===== src/rtl/bcd_disp_pkg.sv =====
// rtl/bcd_disp_pkg.sv - segment codes and digit-select encodings for the BCD display scanner
package bcd_disp_pkg;

    // Active-high segment codes, bit order {g,f,e,d,c,b,a}
    localparam logic [6:0] SEG_0     = 7'h3F;
    localparam logic [6:0] SEG_1     = 7'h06;
    localparam logic [6:0] SEG_2     = 7'h5B;
    localparam logic [6:0] SEG_3     = 7'h4F;
    localparam logic [6:0] SEG_4     = 7'h66;
    localparam logic [6:0] SEG_5     = 7'h6D;
    localparam logic [6:0] SEG_6     = 7'h7D;
    localparam logic [6:0] SEG_7     = 7'h07;
    localparam logic [6:0] SEG_8     = 7'h7F;
    localparam logic [6:0] SEG_9     = 7'h6F;
    localparam logic [6:0] SEG_DASH  = 7'h40;
    localparam logic [6:0] SEG_BLANK = 7'h00;

    typedef enum logic {
        DIG_ONES = 1'b0,
        DIG_TENS = 1'b1
    } dig_sel_e;

endpackage


===== src/rtl/bcd_display_scanner_seg7_decoder.sv =====
// rtl/bcd_display_scanner_seg7_decoder.sv - BCD digit to active-high 7-segment code
module seg7_decoder
    import bcd_disp_pkg::*;
(
    input  logic [3:0] digit,
    output logic [6:0] code
);

    always_comb begin
        code = SEG_DASH;
        case (digit)
            4'd0:    code = SEG_0;
            4'd1:    code = SEG_1;
            4'd2:    code = SEG_2;
            4'd3:    code = SEG_3;
            4'd4:    code = SEG_4;
            4'd5:    code = SEG_5;
            4'd6:    code = SEG_6;
            4'd7:    code = SEG_7;
            4'd8:    code = SEG_8;
            4'd9:    code = SEG_9;
            default: code = SEG_DASH;
        endcase
    end

endmodule


===== src/rtl/bcd_display_scanner.sv =====
// rtl/bcd_display_scanner.sv - latches a BCD result and scans it onto a 2-digit multiplexed 7-segment display
module bcd_display_scanner
    import bcd_disp_pkg::*;
#(
    parameter int REFRESH_DIV    = 50000,
    parameter bit BLANK_LZ       = 1'b1,
    parameter bit SEG_ACTIVE_LOW = 1'b1
) (
    input  logic       clk,
    input  logic       rst,
    input  logic       load,
    input  logic [3:0] tens,
    input  logic [3:0] ones,
    input  logic       valid,
    output logic [6:0] seg,
    output logic [1:0] an,
    output logic       frame
);

    localparam int CNT_W = $clog2(REFRESH_DIV);
    localparam logic [CNT_W-1:0] CNT_LAST = CNT_W'(REFRESH_DIV - 1);
    localparam logic [6:0] SEG_OFF = SEG_ACTIVE_LOW ? ~SEG_BLANK : SEG_BLANK;

    logic [CNT_W-1:0] cnt;
    logic [CNT_W-1:0] cnt_next;
    dig_sel_e         sel;
    dig_sel_e         sel_next;

    logic [3:0] shadow_tens;
    logic [3:0] shadow_ones;
    logic       shadow_valid;

    logic [3:0] digit;
    logic [6:0] dec_code;
    logic [6:0] code;
    logic [6:0] seg_next;
    logic [1:0] an_next;
    logic       frame_next;

    always_ff @(posedge clk) begin
        if (rst) begin
            shadow_tens  <= 4'd0;
            shadow_ones  <= 4'd0;
            shadow_valid <= 1'b0;
        end else if (load) begin
            shadow_tens  <= tens;
            shadow_ones  <= ones;
            shadow_valid <= valid && (tens <= 4'd9) && (ones <= 4'd9);
        end
    end

    // Scan state: the digit select flips each time the refresh counter wraps
    always_ff @(posedge clk) begin
        if (rst) begin
            cnt <= '0;
            sel <= DIG_ONES;
        end else begin
            cnt <= cnt_next;
            sel <= sel_next;
        end
    end

    always_comb begin
        cnt_next = cnt + CNT_W'(1);
        sel_next = sel;
        if (cnt == CNT_LAST) begin
            cnt_next = '0;
            sel_next = (sel == DIG_ONES) ? DIG_TENS : DIG_ONES;
        end
    end

    assign digit = (sel == DIG_TENS) ? shadow_tens : shadow_ones;

    seg7_decoder u_dec (
        .digit (digit),
        .code  (dec_code)
    );

    // The tens anode stays enabled while blanked so the duty cycle is unchanged
    always_comb begin
        code = dec_code;
        if (!shadow_valid) begin
            code = SEG_DASH;
        end else if (BLANK_LZ && (sel == DIG_TENS) && (shadow_tens == 4'd0)) begin
            code = SEG_BLANK;
        end
        seg_next   = SEG_ACTIVE_LOW ? ~code : code;
        an_next    = (sel == DIG_ONES) ? 2'b10 : 2'b01;
        frame_next = (sel == DIG_ONES) && (an == 2'b01);
    end

    always_ff @(posedge clk) begin
        if (rst) begin
            seg   <= SEG_OFF;
            an    <= 2'b11;
            frame <= 1'b0;
        end else begin
            seg   <= seg_next;
            an    <= an_next;
            frame <= frame_next;
        end
    end

endmodule


===== config.mk =====
export PLATFORM = sky130hd
export DESIGN_NAME = bcd_display_scanner
export DESIGN_NICKNAME = d
export VERILOG_FILES = /design/src/rtl/bcd_disp_pkg.sv /design/src/rtl/bcd_display_scanner_seg7_decoder.sv /design/src/rtl/bcd_display_scanner.sv
export SDC_FILE = /design/constraint.sdc
export NUM_CORES = 1
export LEC_CHECK = 0
export BUFFER_PORTS_ARGS = -buffer_cell sky130_fd_sc_hd__buf_2
export CAP_MARGIN = 10
export CELL_PAD_IN_SITES_DETAIL_PLACEMENT = 1
export CELL_PAD_IN_SITES_GLOBAL_PLACEMENT = 1
export CORE_MARGIN = 4
export CORE_UTILIZATION = 46
export DETAILED_ROUTE_END_ITERATION = 12
export PLACE_DENSITY = 0.91
export SLEW_MARGIN = 30
export SYNTH_ARGS = -nofsm -noshare
export SYNTH_HDL_FRONTEND = slang
export SYNTH_SLANG_ARGS = --single-unit
export TNS_END_PERCENT = 10

===== constraint.sdc =====
create_clock -name clk -period 4.35 [get_ports clk]
set_input_delay 0.87 -clock clk [delete_from_list [all_inputs] [get_ports clk]]
set_output_delay 0.87 -clock clk [all_outputs]
set_load 0.1 [all_outputs]

# After elaboration in Yosys (flattened, before gate mapping)
# Memory sizes are Yosys's and may differ from the RTL's.
# Cells that the tools add are included.
[word_totals] ff_bits=36 latch_bits=0 ram_bits=0 mem_bits_ro=112 inputBits=12 output_inout_bits=10 n_memories=1
[memory_table] name="(name not given)" words=16 width=7 read_ports=1 rd_ports_with_merged_regs=0 write_ports=0 line_no="bcd_display_scanner_seg7_decoder.sv:11" rtl="case (digit)"
[classes] n_addsub=1 n_mul=0 div_mod_pow=0 n_lt_le_gt_ge=2 n_eq_ne=2 shifts=0 mux=5 n_bitwise=2 reduce_logical=6
[ops] operator="adder 16 x 1 -> 16 bit, second input constant" count=1
[ops] operator="equality test 16 bit, second input constant" count=1
[ops] operator="two-way mux 7 bit" count=2
[ops] operator="less-or-equal comparator 4 bit, second input constant" count=2
[ops] operator="NOT 7 bit" count=1
[ops] operator="logical AND 1 bit" count=4
[ops] operator="zero test 4 bit" count=1
[ops] operator="two-way mux 4 bit" count=1
[ops] operator="equality test 2 x 1 -> 1 bit, second input constant" count=1
[ops] operator="two-way mux 2 bit" count=1
[ops] operator="OR reduction 2 bit" count=1
[ops] operator="two-way mux 1 bit" count=1
[ops] operator="NOT 1 bit" count=1

# Logic depth before layout (Yosys ltp)
# Gate-level depths: netlist (run 1).
[depth] word_depth=5 depth_mapped=7 ltp_nobuf=6

# Cells and area by module
# From an unflattened synthesis (run 1), not the netlist that was laid out.
[unflattened] hier_cells=172 hier_area_um2=1634.1
[by_module_without_submodules] module="bcd_display_scanner" n_inst=1 cells_each=143 area_per_inst_um2=1408.9
[by_module_without_submodules] module="seg7_decoder" n_inst=1 cells_each=29 area_per_inst_um2=225.2

# Least setup slack after synthesis (run 1)
# No wires, ideal clock.
[synth_timing] kind="reg-to-output" start="reg an[1]" end="out an[1]" arrival_ns=0.925 required_ns=3.480 setup_slack_ns=2.555 stages_incl_launch_ff=1 path_cell_list="dfxtp_1"
[synth_lines] item="start, declared" line_no="bcd_display_scanner.sv:16" rtl="output logic [1:0] an,"
[synth_lines] item="start signal, assigned" line_no="bcd_display_scanner.sv:99" rtl="an <= an_next;"
# No word-level cell between the ends.

# Worst setup path in the final report (run 1)
[layout_timing] start="reg an[1]" end="out an[1]"
# No word-level cell between the ends.

==> impl_metrics.env, run 1 <==
export IMPL_status="finished clean"
export IMPL_p_leak_nw=0.680
export IMPL_grt_first_pass_wirelength_mm=6.43
export IMPL_grt_pass1_vias=1335
export IMPL_drtIter0Drc=68
export IMPL_min_to="frame"
export IMPL_cp_required_ns=3.48
export IMPL_avgViaCountPerCell=5.33
export IMPL_arrival_ns=1.11
export IMPL_min_period_ns=1.98
export IMPL_r2r_setup_slack_ns=2.37
export IMPL_maxCapViolCount=0
export IMPL_holdPathStages=1
export IMPL_crit_path_max_incr_delay_ns=0.43
export IMPL_syn_inst=165
export IMPL_synthArstFlopShare_pct=0
export IMPL_synthFlopType="dfxtp_1"
export IMPL_ys_types=32
export IMPL_fmax_mhz=504
export IMPL_io_pins=22
export IMPL_cts_max_path_buffers=2
export IMPL_critical_path_top_delay_family="buffers and inverters"
export IMPL_synth_area_leader_cell="dfxtp_1"
export IMPL_start_util_pct=49.2
export IMPL_yosysMostFrequentCell="dfxtp_1"
export IMPL_powerDensity_nw_per_um2=341
export IMPL_vias=1243
export IMPL_critical_path_peak_fanout=2
export IMPL_tightest_slew_ns=0.563
export IMPL_track_usage_pct=19.5
export IMPL_ys_seq_elements=36
export IMPL_yosysTopAreaCellShare_pct=46.4
export IMPL_crit_chain="buf_2"
export IMPL_relSlewSlack_pct=61.8
export IMPL_synth_edf_count=0
export IMPL_overflow=0
export IMPL_fp_row_count=20
export IMPL_drc_errors=0
export IMPL_detail_route_antenna_nets=0
export IMPL_critPathLaunchType="flip-flop"
export IMPL_firstDrtPassIters=4
export IMPL_clock_sinks=36
export IMPL_dp_cells=225
export IMPL_fin_tns_setup_ns=0
export IMPL_r2r_cells=6
export IMPL_finalHoldViolations=0
export IMPL_slowest_stage="buf_2"
export IMPL_finalPower_w=0.000599
export IMPL_area_growth_pct=13.1
export IMPL_clock_root_buffer="clkbuf_4"
export IMPL_min_from="an[1]"
export IMPL_rsz0062_at_grt="no"
export IMPL_hold_class="reg -> reg"
export IMPL_core_um2=3150
export IMPL_irDropWorstVdd_mv=0.155
export IMPL_dieArea_um2=4370
export IMPL_r2r_start="sel"
export IMPL_final_nets=206
export IMPL_cts_resized=0
export IMPL_yosys_top_cells_area="dfxtp_1, mux2i_1, nor2_1"
export IMPL_rr_endpoint="seg[6]"
export IMPL_antenna_found_initial=0
export IMPL_gp_congestion=0.825
export IMPL_final_max_slew_viol_count=0
export IMPL_syn_nets=183
export IMPL_path_class="reg -> out"
export IMPL_drive_gt1_share_pct=18.0
export IMPL_die_w_um=66.1
export IMPL_cts_hold_buf=0
export IMPL_crit_buf_inv=1
export IMPL_routed_wl_mm=3.72
export IMPL_place_area_um2=1690
export IMPL_finalSetupViolations=0
export IMPL_numCtsBuffers=5
export IMPL_end_kind="output pin"
export IMPL_yosysSeqAreaShare_pct=46.4
export IMPL_clk_latency_ns=0.34
export IMPL_cts_setup_buffers=0
export IMPL_yosysWarnings=0
export IMPL_io_buffers=21
export IMPL_grt_max_degree=17
export IMPL_path_clk_slew_ns=0.10
export IMPL_n_antenna_cell=0
export IMPL_synth_area_um2=1550
export IMPL_syn_avg_cell_area_um2=9.41
export IMPL_dp_hpwl_mm=2.77
export IMPL_wl_per_cell_um=16.0
export IMPL_utilization_pct=55.7
export IMPL_final_cell_area_um2=1760
export IMPL_clock_skew_ns=0.00500
export IMPL_final_cells=233
export IMPL_min_period_over_period_pct=45.6
export IMPL_chipHeight_um=66.1
export IMPL_tritoncts="done"
export IMPL_yosys_top_cells_count="dfxtp_1, nor2_1, mux2i_1"
export IMPL_fill_cells=392
export IMPL_cts_htree_levels=2
placed cells by master (no fill, tap or decap):
cell and instances:
mux2i_2 1, nor4_1 3, dfxtp_1 36, mux2i_1 12, nand2_1 7, buf_2 21
or4_1 1, nor4b_1 1, o21a_1 1, nand4_2 1, nand2b_1 5, nor3b_1 1
o21ai_0 8, o31ai_1 1, nor3_1 4, or2_2 1, nor2b_1 2, or3_1 1
nor4bb_1 2, xnor2_1 9, nand4_1 4, nor2_1 27, xor2_1 5, clkbuf_8 1
clkbuf_4 5, nand4b_1 1, o211ai_1 1, nand2_2 1, and4_1 1, nand3_1 6
mux2_2 2, inv_1 5, clkbuf_1 1, ha_1 6, a21oi_1 4, clkinvlp_4 1
flip-flops by register name, summed over array words and instances (netlist names):
signal / cells
frame: 1
seg: 7
an: 2
sel: 1
cnt: 16
shadow_valid: 1
shadow_tens: 4
shadow_ones: 4
per-layer routing:
layer	track usage, %	vias up	part of all wire [%]
li1	-	609	-
met1	22.4	607	44
met2	34.8	21	51
met3	5.10	6	3.6
met4	6.09	0	1.4
met5	0	-	0
per-stage QoR:
| stage | hold WS, ns | worst slack [ns] |
|---|---|---|
| 2_1_floorplan | 0.437 | 2.55 |
| 3_3_place_gp | 0.398 | 2.51 |
| 3_5_place_dp | 0.415 | 2.38 |
| 4_1_cts | 0.430 | 2.34 |
| 5_1_grt | 0.454 | 2.19 |
| 6_report | 0.429 | 2.37 |
worst max-delay path by stage:
stage,end,depth (start not counted),slack (ns),startpoint
floorplan,an[1],0,2.55,an[1]
global placement,seg[1],4,2.51,sel
detailed placement,seg[1],4,2.38,sel
CTS,seg[1],4,2.34,sel
global route,seg[6],6,2.19,sel
finish,an[1],1,2.37,an[1]
kinds of logic (layout without fill, tap and decap cells):
kind of cell,Yosys count,after routing,share of synthesized area (%)
multiplexers,15,15,9.83
AND/OR/NAND/NOR,69,69,23.0
XOR/XNOR,14,14,7.90
adder cells (fa/ha/maj),6,6,4.83
AO/OA/AOI/OAI,15,15,5.32
buffers and inverters,10,34,2.66
flip-flops,36,36,46.4
final cells by class:
cell class	instances	area, µm²	area share (%)
Clock inverter	1	7.51	0.427
Sequential cell	36	721	41.0
Clock buffer	7	55.1	3.13
Tap cell	44	55.1	3.13
Inverter	5	18.8	1.07
Timing Repair Buffer	21	105	5.98
Multi-Input combinational cell	119	795	45.2
report_power, final:
part | switching, W | internal [W]
sequential | 0.00000763 | 0.000339
combinational | 0.0000425 | 0.0000206
clock | 0.000110 | 0.0000791
total | 0.000160 | 0.000439
(Power assumes the default switching activity.)
==> run 2, diff against run 1 <==
--- a/config.mk
+++ b/config.mk
@@ -10,9 +10,9 @@
 export CELL_PAD_IN_SITES_DETAIL_PLACEMENT = 1
 export CELL_PAD_IN_SITES_GLOBAL_PLACEMENT = 1
 export CORE_MARGIN = 4
-export CORE_UTILIZATION = 46
+export CORE_UTILIZATION = 42
 export DETAILED_ROUTE_END_ITERATION = 12
-export PLACE_DENSITY = 0.91
+export PLACE_DENSITY = 0.85
 export SLEW_MARGIN = 30
 export SYNTH_ARGS = -nofsm -noshare
 export SYNTH_HDL_FRONTEND = slang
==> constraint.sdc (replaced) <==
create_clock -name clk -period 2 [get_ports clk]
set_input_delay 0.4 -clock clk [delete_from_list [all_inputs] [get_ports clk]]
set_output_delay 0.4 -clock clk [all_outputs]
set_load 0.1 [all_outputs]
==> run 2 against run 1 <==
  * First-iteration DRC count decreased by 4.4%
  * Critical path depth increased by 5
  * Die area increased by 8.3%
  * Routed wire length increased by 0.27%
  * Hold slack got worse by 0.069 ns
  * Largest cell class unchanged
  * Register-to-register slack got worse by 2.1 ns
  * Final area is 4.8% higher
==> impl_metrics.env, run 2 (synthesized netlist as in run 1, its figures left out) <==
export IMPL_drive_gt1_share_pct=20.1
export IMPL_critPathLaunchType="flip-flop"
export IMPL_n_antenna_cell=0
export IMPL_register_area_um2=721
export IMPL_arrival_ns=1.99
export IMPL_firstDrtPassIters=4
export IMPL_r2r_setup_slack_ns=0.24
export IMPL_finalHoldViolations=0
export IMPL_area_growth_pct=18.6
export IMPL_grt_pass1_vias=1322
export IMPL_cts_max_path_buffers=2
export IMPL_maxCapViolCount=0
export IMPL_path_clk_slew_ns=0.07
export IMPL_worstSetupPathDepth=6
export IMPL_track_usage_pct=17.9
export IMPL_crit_path_start="sel"
export IMPL_min_period_over_period_pct=88.2
export IMPL_grt_max_degree=17
export IMPL_multi_input_area_um2=791
export IMPL_fill_cells=400
export IMPL_detail_route_antenna_nets=0
export IMPL_fmax_mhz=567
export IMPL_dieArea_um2=4730
export IMPL_largest_registers="cnt x16, seg x7"
export IMPL_clock_skew_ns=0.00588
export IMPL_final_common_cell="dfxtp_1"
export IMPL_tightest_slew_ns=0.493
export IMPL_clock_root_buffer="clkbuf_8"
export IMPL_crit_chain="mux2_2 -> inv_1 -> ha_1 -> nor2_1 -> a21oi_1 -> o21ai_0"
export IMPL_largest_reg_flops=16
export IMPL_p_leak_nw=0.724
export IMPL_crit_buf_inv=1
export IMPL_critical_path_peak_fanout=9
export IMPL_final_max_slew_viol_count=0
export IMPL_drc_errors=0
export IMPL_powerDensity_nw_per_um2=832
export IMPL_core_um2=3440
export IMPL_min_period_ns=1.76
export IMPL_io_buffers=21
export IMPL_irDropWorstVdd_mv=0.473
export IMPL_regMostFlops="cnt"
export IMPL_avgViaCountPerCell=5.21
export IMPL_cts_resized=0
export IMPL_finalSetupViolations=0
export IMPL_postLayoutSetupSlackWorst_ns=0.237
export IMPL_cts_hold_buf=0
export IMPL_cp_required_ns=2.22
export IMPL_vias=1250
export IMPL_routed_wl_mm=3.73
export IMPL_drtIter0Drc=65
export IMPL_dp_hpwl_mm=2.75
export IMPL_mostFrequentLayoutCells="dfxtp_1, nor2_1, buf_2, mux2i_1, xnor2_1"
export IMPL_antenna_found_initial=0
export IMPL_min_from="tens[3]"
export IMPL_tritoncts="done"
export IMPL_path_class="reg -> reg"
export IMPL_fin_tns_setup_ns=0
export IMPL_rsz0062_at_grt="no"
export IMPL_io_pins=22
export IMPL_r2r_cells=6
export IMPL_end_kind="flip-flop"
export IMPL_grt_first_pass_wirelength_mm=6.13
export IMPL_cts_setup_buffers=0
export IMPL_numCtsBuffers=5
export IMPL_chipHeight_um=68.8
export IMPL_fp_row_count=21
export IMPL_wl_per_cell_um=15.6
export IMPL_clk_latency_ns=0.30
export IMPL_final_nets=211
export IMPL_hold_class="in -> reg"
export IMPL_critical_path_top_delay_family="flip-flops"
export IMPL_overflow=0
export IMPL_r2r_start="sel"
export IMPL_cts_htree_levels=2
export IMPL_relSlewSlack_pct=67.4
export IMPL_gp_congestion=0.869
export IMPL_start_util_pct=45.1
export IMPL_die_w_um=68.8
export IMPL_status="finished clean"
export IMPL_holdPathStages=3
export IMPL_dpl_worst_slack_ns=0.291
export IMPL_slowest_stage="dfxtp_1"
export IMPL_clock_sinks=36
export IMPL_crit_path_max_incr_delay_ns=0.59
-- run 2: changes by cell type in the layout (fill, tap and decap cells not counted) --
cell	change
buf_4	+5
clkbuf_4	-5
clkbuf_8	+4
mux2i_2	-1
clkbuf_1	-1
mux2i_1	+1
clkinv_2	+1
bufinv_16	+1
-- run 2: final cells by class --
class | count | share of cell area [%]
sequential | 36 | 39.1
clock buffer | 5 | 3.74
timing repair buffer | 26 | 7.74
inverter | 5 | 1.02
clock inverter | 3 | 2.31
multi-input combinational | 119 | 42.9
tap | 46 | 3.12
-- run 2: tightest hold or removal path, delay by kind of cell --
kind	cells	cell delay, ns
multiplexers	1	0.06
AND/OR/NAND/NOR	1	0.07
buffers and inverters	1	0.09
-- run 2: per-stage QoR --
step           instances  instance area [µm²]  power, W  hold slack (ns)  util [%]
6_report             240                 1840   0.00153            0.360      53.5
4_1_cts              240                 1840   0.00155            0.350      53.5
5_1_grt              240                 1840   0.00160            0.377      53.5
3_5_place_dp         232                 1730  0.000912            0.421      50.3
3_3_place_gp         232                 1730  0.000902            0.403      50.3
2_1_floorplan        165                 1550  0.000867            0.437         -
-- run 2: final timing paths --
| path | to |
|---|---|
| worst max-delay path | seg[3] |
| worst min-delay path | shadow_tens[3] |
| worst max register to register | seg[3] |
| worst min register to register | frame |
-- run 2: per-layer routing --
layer / vias up / wire [µm] / GRT usage (%) / part of all wire [%]
met5: - / 0 / 0 / 0
met4: 0 / 82 / 9.73 / 2.2
met3: 9 / 199 / 5.83 / 5.3
met2: 30 / 1900 / 31.2 / 51
met1: 593 / 1550 / 18.9 / 42
li1: 618 / - / - / -
-- run 2: where the power goes --
group | internal [W] | switching [W] | leakage [nW] | total (W)
Combinational | 0.0000495 | 0.0000944 | 0.376 | 0.000144
Sequential | 0.000737 | 0.0000155 | 0.294 | 0.000752
Clock | 0.000369 | 0.000267 | 0.0541 | 0.000636
Total | 0.00115 | 0.000377 | 0.724 | 0.00153
==> run 3, diff against run 2 <==
--- a/config.mk
+++ b/config.mk
@@ -13,6 +13,7 @@
 export CORE_UTILIZATION = 42
 export DETAILED_ROUTE_END_ITERATION = 12
 export PLACE_DENSITY = 0.85
+export RECOVER_POWER = 25
 export SLEW_MARGIN = 30
 export SYNTH_ARGS = -nofsm -noshare
 export SYNTH_HDL_FRONTEND = slang
==> run 3 against run 2 <==
  * Maximum frequency is the same
  * Critical endpoint unchanged
  * Sequential share of layout area barely moved
  * Routed wire length is essentially flat
  * Non-clock buffer count is the same
  * Highest routed layer unchanged
  * Largest power group unchanged
  * Flip-flop and latch count did not move
  * Count of clock-buffer cells in the layout unchanged
  * Setup slack is the same
  * Final area about the same
  * Die area unchanged
  * Sequential power about the same
==> impl_metrics.env, run 3 (synthesized netlist as in run 1, its figures left out) <==
export IMPL_status="finished clean"
export IMPL_drtIter0Drc=65
export IMPL_drc_errors=0
export IMPL_vias=1252
export IMPL_start_util_pct=45.1
export IMPL_end_kind="flip-flop"
export IMPL_critical_path_peak_fanout=9
export IMPL_cp_required_ns=2.22
export IMPL_overflow=0
export IMPL_cts_setup_buffers=0
export IMPL_final_max_slew_viol_count=0
export IMPL_fmax_mhz=567
export IMPL_routed_wl_mm=3.73
export IMPL_holdWs_ns=0.361
export IMPL_critPathLaunchType="flip-flop"
export IMPL_irDropWorstVdd_mv=0.473
export IMPL_die_w_um=68.8
export IMPL_finalPower_w=0.00153
export IMPL_cts_hold_buf=0
export IMPL_critical_path_top_delay_family="flip-flops"
export IMPL_dp_hpwl_mm=2.75
export IMPL_maxCapViolCount=0
export IMPL_crit_path_max_incr_delay_ns=0.59
export IMPL_cts_resized=0
export IMPL_grt_first_pass_wirelength_mm=6.13
export IMPL_grt_max_degree=17
export IMPL_core_um2=3440
export IMPL_detail_route_antenna_nets=0
export IMPL_wl_per_cell_um=15.6
export IMPL_min_period_over_period_pct=88.2
export IMPL_finalHoldViolations=0
export IMPL_largest_reg_flops=16
export IMPL_grt_pass1_vias=1322
export IMPL_largest_registers="cnt x16, seg x7"
export IMPL_hold_class="in -> reg"
export IMPL_min_period_ns=1.76
export IMPL_n_antenna_cell=0
export IMPL_io_pins=22
export IMPL_clock_root_buffer="clkbuf_8"
export IMPL_tritoncts="done"
export IMPL_finalSetupViolations=0
export IMPL_io_buffers=21
export IMPL_clock_skew_ns=0.00601
export IMPL_rsz0062_at_grt="no"
export IMPL_powerDensity_nw_per_um2=833
export IMPL_slowest_stage="dfxtp_1"
export IMPL_register_area_um2=721
export IMPL_tightest_slew_ns=0.704
export IMPL_multi_input_area_um2=791
export IMPL_crit_buf_inv=1
export IMPL_fp_row_count=21
export IMPL_cts_max_path_buffers=2
export IMPL_chipHeight_um=68.8
export IMPL_mostFrequentLayoutCells="dfxtp_1, nor2_1, buf_2, mux2i_1, xnor2_1"
export IMPL_cts_htree_levels=2
export IMPL_gp_congestion=0.869
export IMPL_antenna_found_initial=0
export IMPL_drive_gt1_share_pct=19.6
export IMPL_dp_cells=232
export IMPL_clock_sinks=36
export IMPL_fill_cells=400
export IMPL_path_clk_slew_ns=0.07
export IMPL_track_usage_pct=17.9
export IMPL_clk_latency_ns=0.30
export IMPL_p_leak_nw=0.721
export IMPL_path_class="reg -> reg"
export IMPL_crit_chain="mux2_2 -> inv_1 -> ha_1 -> nor2_1 -> a21oi_1 -> o21ai_0"
export IMPL_area_growth_pct=18.5
export IMPL_fin_tns_setup_ns=0
export IMPL_relSlewSlack_pct=53.0
export IMPL_dieArea_um2=4730
export IMPL_final_nets=211
export IMPL_avgViaCountPerCell=5.22
export IMPL_regMostFlops="cnt"
export IMPL_firstDrtPassIters=4
export IMPL_final_common_cell="dfxtp_1"
export IMPL_final_cells=240
export IMPL_arrival_ns=1.99
export IMPL_numCtsBuffers=5
run 3: changes by cell type in the layout (fill, tap and decap cells not counted):
cell / delta
clkbuf_1: +1
buf_2: -1
run 3: cell type report:
class,count,area share (%)
Inverter,5,1.02
Clock inverter,3,2.31
Multi-Input combinational cell,119,43.0
Timing Repair Buffer,26,7.68
Sequential cell,36,39.2
Clock buffer,5,3.74
Tap cell,46,3.13
run 3: routing by layer:
metal | wire length (µm) | vias to the layer above | global-route usage, %
li1 | - | 618 | -
met1 | 1550 | 595 | 18.9
met2 | 1900 | 30 | 31.2
met3 | 204 | 9 | 5.83
met4 | 82 | 0 | 9.73
met5 | 0 | - | 0
run 3: worst min-delay path: cells and delay by family:
kind | cells | cell delay [ns]
multiplexers | 1 | 0.06
buffers and inverters | 1 | 0.09
AND/OR/NAND/NOR | 1 | 0.07
run 3: per-stage QoR:
stage / setup WS [ns] / utilization (%) / instance area [µm²]
2_1_floorplan: 0.412 / - / 1550
3_3_place_gp: 0.409 / 50.3 / 1730
3_5_place_dp: 0.291 / 50.3 / 1730
4_1_cts: 0.252 / 53.5 / 1840
5_1_grt: 0.133 / 53.5 / 1840
6_report: 0.237 / 53.5 / 1840
run 3: final timing paths:
check	startpoint	end	slack [ns]	cells past startpoint
worst max-delay path	sel	seg[3]	0.24	6
worst min-delay path	tens[3]	shadow_tens[3]	0.36	3
worst max register to register	sel	seg[3]	0.24	6
worst min register to register	an[1]	frame	0.42	1
run 3: where the power goes:
group	internal, W	total [W]	switching (W)
Combinational	0.0000493	0.000144	0.0000944
Clock	0.000369	0.000636	0.000268
Sequential	0.000737	0.000752	0.0000155
